==> src/rtl/hamming_serial_router_pkg.sv <==
// Shared Hamming(7,4) definitions for the serial router and its future decoder.
package hsr_pkg;

  localparam int CW_W = 7;

  typedef enum logic {
    IDLE = 1'b0,
    SEND = 1'b1
  } state_t;

  // Returns {p1, p2, p3}; each parity covers three of the four data bits.
  function automatic logic [2:0] hamming74_parity(input logic [3:0] d);
    return {d[3] ^ d[2] ^ d[0], d[3] ^ d[1] ^ d[0], d[2] ^ d[1] ^ d[0]};
  endfunction

endpackage

==> src/rtl/hamming74_enc.sv <==
// Combinational Hamming(7,4) encoder: cw = {p1, p2, d3, p3, d2, d1, d0}.
module hamming74_enc
  import hsr_pkg::*;
(
  input  logic [3:0]      i_nibble,
  output logic [CW_W-1:0] o_cw
);

  logic [2:0] w_par;

  assign w_par = hamming74_parity(i_nibble);
  assign o_cw  = {w_par[2], w_par[1], i_nibble[3], w_par[0], i_nibble[2:0]};

endmodule

==> src/rtl/hamming_serial_router.sv <==
// Encodes a packet of nibbles and shifts the codewords MSB-first onto one
// of NUM_PORTS serial links, with a per-bit strobe and drop reporting.
module hamming_serial_router
  import hsr_pkg::*;
#(
  parameter  int NUM_PORTS = 4,
  parameter  int NIBBLES   = 2,
  localparam int PORT_W    = $clog2(NUM_PORTS)
) (
  input  logic                        clk,
  input  logic                        rst,
  input  logic [4*NIBBLES+PORT_W-1:0] in_data,
  input  logic                        in_valid,
  output logic                        in_ready,
  input  logic [NUM_PORTS-1:0]        port_en,
  output logic [NUM_PORTS-1:0]        data_out,
  output logic [NUM_PORTS-1:0]        strobe_out,
  output logic                        busy,
  output logic                        drop_pulse
);

  localparam int PKT_W = CW_W * NIBBLES;
  localparam int CNT_W = 4;

  state_t               r_state;
  logic [PKT_W-1:0]     r_shift;
  logic [PORT_W-1:0]    r_port;
  logic [2:0]           r_bit_cnt;
  logic [CNT_W-1:0]     r_nib_cnt;
  logic [NUM_PORTS-1:0] r_data_out;
  logic [NUM_PORTS-1:0] r_strobe_out;
  logic                 r_drop_pulse;

  logic [PKT_W-1:0]     w_cw_all;
  logic [PORT_W-1:0]    w_port;
  logic                 w_en;
  logic                 w_last;
  logic                 w_accept;
  logic [NUM_PORTS-1:0] w_sel_new;
  logic [NUM_PORTS-1:0] w_sel_cur;

  // nibble[NIBBLES-1] lands in the top codeword so it leaves first.
  for (genvar g = 0; g < NIBBLES; g++) begin : g_enc
    hamming74_enc u_enc (
      .i_nibble (in_data[4*g +: 4]),
      .o_cw     (w_cw_all[CW_W*g +: CW_W])
    );
  end

  assign w_port    = in_data[4*NIBBLES +: PORT_W];
  assign w_en      = port_en[w_port];
  assign w_sel_new = {{(NUM_PORTS-1){1'b0}}, 1'b1} << w_port;
  assign w_sel_cur = {{(NUM_PORTS-1){1'b0}}, 1'b1} << r_port;
  assign w_last    = (r_state == SEND) && (r_bit_cnt == 3'd6) &&
                     (r_nib_cnt == CNT_W'(NIBBLES - 1));
  assign in_ready  = (r_state == IDLE) || w_last;
  assign w_accept  = in_valid && in_ready;

  assign data_out   = r_data_out;
  assign strobe_out = r_strobe_out;
  assign busy       = (r_state == SEND);
  assign drop_pulse = r_drop_pulse;

  always_ff @(posedge clk or posedge rst) begin
    if (rst) begin
      r_state      <= IDLE;
      r_shift      <= '0;
      r_port       <= '0;
      r_bit_cnt    <= 3'd0;
      r_nib_cnt    <= '0;
      r_data_out   <= '0;
      r_strobe_out <= '0;
      r_drop_pulse <= 1'b0;
    end else begin
      r_drop_pulse <= 1'b0;
      if (w_accept) begin
        // The output registers show the first bit on the cycle after accept.
        if (w_en) begin
          r_state      <= SEND;
          r_shift      <= w_cw_all;
          r_port       <= w_port;
          r_bit_cnt    <= 3'd0;
          r_nib_cnt    <= '0;
          r_data_out   <= w_sel_new & {NUM_PORTS{w_cw_all[PKT_W-1]}};
          r_strobe_out <= w_sel_new;
        end else begin
          r_state      <= IDLE;
          r_drop_pulse <= 1'b1;
          r_data_out   <= '0;
          r_strobe_out <= '0;
        end
      end else if (w_last) begin
        r_state      <= IDLE;
        r_data_out   <= '0;
        r_strobe_out <= '0;
      end else if (r_state == SEND) begin
        r_shift    <= r_shift << 1;
        r_data_out <= w_sel_cur & {NUM_PORTS{r_shift[PKT_W-2]}};
        if (r_bit_cnt == 3'd6) begin
          r_bit_cnt <= 3'd0;
          r_nib_cnt <= r_nib_cnt + 1'b1;
        end else begin
          r_bit_cnt <= r_bit_cnt + 3'd1;
        end
      end else begin
        r_data_out   <= '0;
        r_strobe_out <= '0;
      end
    end
  end

endmodule
==> config.mk <==
export PLATFORM = sky130hd
export DESIGN_NAME = hamming_serial_router
export DESIGN_NICKNAME = d
export VERILOG_FILES = /design/src/rtl/hamming_serial_router_pkg.sv /design/src/rtl/hamming74_enc.sv /design/src/rtl/hamming_serial_router.sv
export SDC_FILE = /design/constraint.sdc
export NUM_CORES = 1
export LEC_CHECK = 0
export ABC_AREA = 1
export CORE_UTILIZATION = 57
export DETAILED_ROUTE_END_ITERATION = 8
export PLACE_DENSITY = 0.84
export SYNTH_ARGS = -nofsm -noshare
export SYNTH_HDL_FRONTEND = slang
export SYNTH_SLANG_ARGS = --single-unit
==> constraint.sdc <==
create_clock -name clk -period 3.45 [get_ports clk]
set_clock_uncertainty 0.2 [all_clocks]
set_input_delay 0.8625 -clock clk [delete_from_list [all_inputs] [get_ports clk]]
set_output_delay 0.8625 -clock clk [all_outputs]
set_load 0.02 [all_outputs]
==> results.sh <==
export IMPL_cts_resized=0
export IMPL_drt_wl_total_mm=3.413
export IMPL_reg2reg_depth=11
export IMPL_comb_power_share=0.465
export IMPL_setup_viol=0
export IMPL_clkPwrFrac=0.121
export IMPL_post_route_cell_area_sq_um=2136
export IMPL_clock_sinks=32
export IMPL_p_int_w=0.0008530
export IMPL_hold_path_end="strobe_out[2]"
export IMPL_swShare=0.4141
export IMPL_grt_pass1_vias=1468
export IMPL_grt_total_usage=0.2325
export IMPL_die_area_sq_um=3449
export IMPL_hold_class="register to register"
export IMPL_worst_slew_pin_slew_ns=0.4165
export IMPL_post_cts_buffers=0
export IMPL_synth_top_area_share=0.4366
export IMPL_dpl_instance_area_sq_um=2098
export IMPL_drt_iter0_drc=94
export IMPL_final_util=0.6996
export IMPL_syn_num_nets=266
export IMPL_r2r_slack_ns=1.30
export IMPL_synthTopCellsByArea="dfrtp_1 (44%), nand2_1 (16%), nand3_1 (14%), inv_1 (7.4%), o21ai_0 (2.7%)"
export IMPL_rsz0062_at_grt="false"
export IMPL_port_buffers=27
export IMPL_clock_latency_ns=0.32
export IMPL_period_share=0.8606
export IMPL_cts_htree_levels=2
export IMPL_dr_pass1_iters=4
export IMPL_yosysTopAreaCell="dfrtp_1"
export IMPL_io_pins=28
export IMPL_placed_cells=312
export IMPL_fp_row_count=20
export IMPL_avgSynthCellArea_sq_um=7.426
export IMPL_finalHoldViolCount=0
export IMPL_yosysMostFrequentCell="nand2_1"
export IMPL_ys_flop_type="dfrtp_1"
export IMPL_fin_setup_tns_ns=0
export IMPL_routed_via_density=5.095
export IMPL_hpwl_mm=2.488
export IMPL_stdcell_count=317
export IMPL_drtAntennaViolNets=0
export IMPL_holdCritStartpoint="strobe_out[2]"
export IMPL_die_h_microns=58.73
export IMPL_root_buffer="clkbuf_4"
export IMPL_routedWlPerCell_microns=10.77
export IMPL_ys_seq_area_frac=0.4366
export IMPL_p_sw_w=0.0006028
export IMPL_start_util=0.6008
export IMPL_dr_total_vias=1615
export IMPL_slew_headroom=0.7213
export IMPL_peakVddDrop_mv=0.2955
export IMPL_yosysWarnings=0
export IMPL_synth_edf_count=0
export IMPL_power_density_nw_per_um2=681.6
export IMPL_period_needed_ns=2.969
export IMPL_ys_seq_elements=32
export IMPL_r2r_start="r_nib_cnt[1]"
export IMPL_die_width_microns=58.73
export IMPL_holdPathStages=2
export IMPL_leakagePower_nw=1.145
export IMPL_criticalPathCategory="register to output port"
export IMPL_yosysUniqueCellTypes=24
export IMPL_place_congestion=0.8163
export IMPL_coreArea_sq_um=3053
export IMPL_cp_start_kind="register"
export IMPL_max_cap_viol_count=0
export IMPL_globalRouteOverflowTotal=0
export IMPL_fillCellCount=274
export IMPL_netlist_area_sq_um=1834
export IMPL_cts_buffers=5
export IMPL_drive_above_1_share=0.06227
export IMPL_crit_path_end_kind="output port"
export IMPL_status="finished, final reports clean"
export IMPL_async_reset_ff_frac=1.000
export IMPL_path_clk_slew_ns=0.08
export IMPL_crit_required_ns=2.39
export IMPL_cts_tree="built"
export IMPL_synth_common_cells="nand2_1 (76), nand3_1 (53), inv_1 (36), dfrtp_1 (32), nor2_1 (11)"
export IMPL_num_nets_final=294
export IMPL_max_freq_ghz=0.3368
export IMPL_power_frac_seq=0.414
export IMPL_final_max_slew_viol_count=0
export IMPL_diodes=0
export IMPL_p_total_w=0.001456
export IMPL_worstPathMaxFanout=4
export IMPL_grt_antenna_before_repair=0
export IMPL_hold_buffers=0
export IMPL_grt_max_degree=33
export IMPL_synth_cells=247
export IMPL_r2r_end="data_out[0]"
export IMPL_crit_arrival_ns=1.91
export IMPL_drc_errors=0
export IMPL_grt_pass1_wl_mm=6.037
export IMPL_clockBufferDepth=2
export IMPL_syn_to_final_growth_pct=16.44
==> cells in the final DEF, fill, tap and decap left out <==
cell	count
nand2_1	76
nand3_1	53
inv_1	36
dfrtp_1	32
clkdlybuf4s50_1	27
nor2_1	11
o21ai_0	10
clkbuf_4	5
nand4_1	4
buf_4	3
nor2_2	2
nand2_4	2
xor2_1	2
ha_1	2
nand2_2	1
o21ai_4	1
nand3_4	1
inv_2	1
o31ai_1	1
or2_2	1
o211ai_1	1
nor3_1	1
==> cell families (layout without fill, tap and decap cells) <==
kind of cell / after synthesis / after routing / synth area share
AND/OR/NAND/NOR: 152 / 152 / 0.3745
buffers and inverters: 46 / 72 / 0.1214
flip-flops: 32 / 32 / 0.4366
AO/OA/AOI/OAI: 13 / 13 / 0.04434
adder cells (fa/ha/maj): 2 / 2 / 0.01364
XOR/XNOR: 2 / 2 / 0.009552
==> critical path, stage by stage, from the launching register on <==
cell and delay (ns):
dfrtp_1 0.42, inv_1 0.09, ha_1 0.16, inv_1 0.05, nor2_1 0.12, nand2_2 0.08
nand2_4 0.07, clkdlybuf4s50_1 0.60
==> stage by stage <==
| step | worst slack, ns | hold slack (ns) |
|---|---|---|
| floorplan | 1.178 | 0.2756 |
| global placement | 0.8750 | 0.2676 |
| detailed placement | 0.8328 | 0.2724 |
| CTS | 0.4682 | 0.2916 |
| global route | 0.3489 | 0.3109 |
| finish | 0.4809 | 0.2885 |
==> how the worst max path moves through the flow <==
| stage | startpoint | to | slack, ns |
|---|---|---|---|
| after global placement | in_data[8] | r_port[1] | 0.87 |
| final | r_nib_cnt[1] | in_ready | 0.48 |
| after floorplan | r_nib_cnt[1] | in_ready | 1.18 |
| after CTS | r_nib_cnt[1] | in_ready | 0.47 |
| after global routing | r_nib_cnt[1] | in_ready | 0.35 |
| after detailed placement | r_nib_cnt[1] | in_ready | 0.83 |
==> per-layer routing <==
| layer | wire, microns | share of wire | global-route usage | up-vias |
|---|---|---|---|---|
| met5 | 0 | 0 | 0 | - |
| met2 | 1607 | 0.47 | 0.4026 | 47 |
| met1 | 1599 | 0.47 | 0.2810 | 726 |
| met3 | 154 | 0.045 | 0.05934 | 7 |
| met4 | 51 | 0.015 | 0.07823 | 0 |
| li1 | - | - | - | 835 |
==> power by group through the flow <==
stage,Combinational (W),Sequential (W),Clock [W]
final,0.000677,0.000603,0.000176
after global routing,0.000767,0.000619,0.000198
after CTS,0.000680,0.000601,0.000182
after detailed placement,0.000680,0.000608,0
after global placement,0.000660,0.000604,0
after floorplan,0.000473,0.000645,0
==> state kept, by name, summed over array words and instances, names as in the netlist <==
signal,flops
busy,1
data_out,4
drop_pulse,1
r_bit_cnt,3
r_port,2
strobe_out,4
r_nib_cnt,4
r_shift,13
==> area by class of cell <==
type	instances	area, sq um	area share
clock buffers	5	37.54	0.01757
inverters	37	138.9	0.06503
multi-input cells	169	810.8	0.3796
flip-flops and latches	32	800.8	0.3749
well taps	44	55.05	0.02578
repair buffers	30	292.8	0.1371
(Power assumes the default switching activity.)
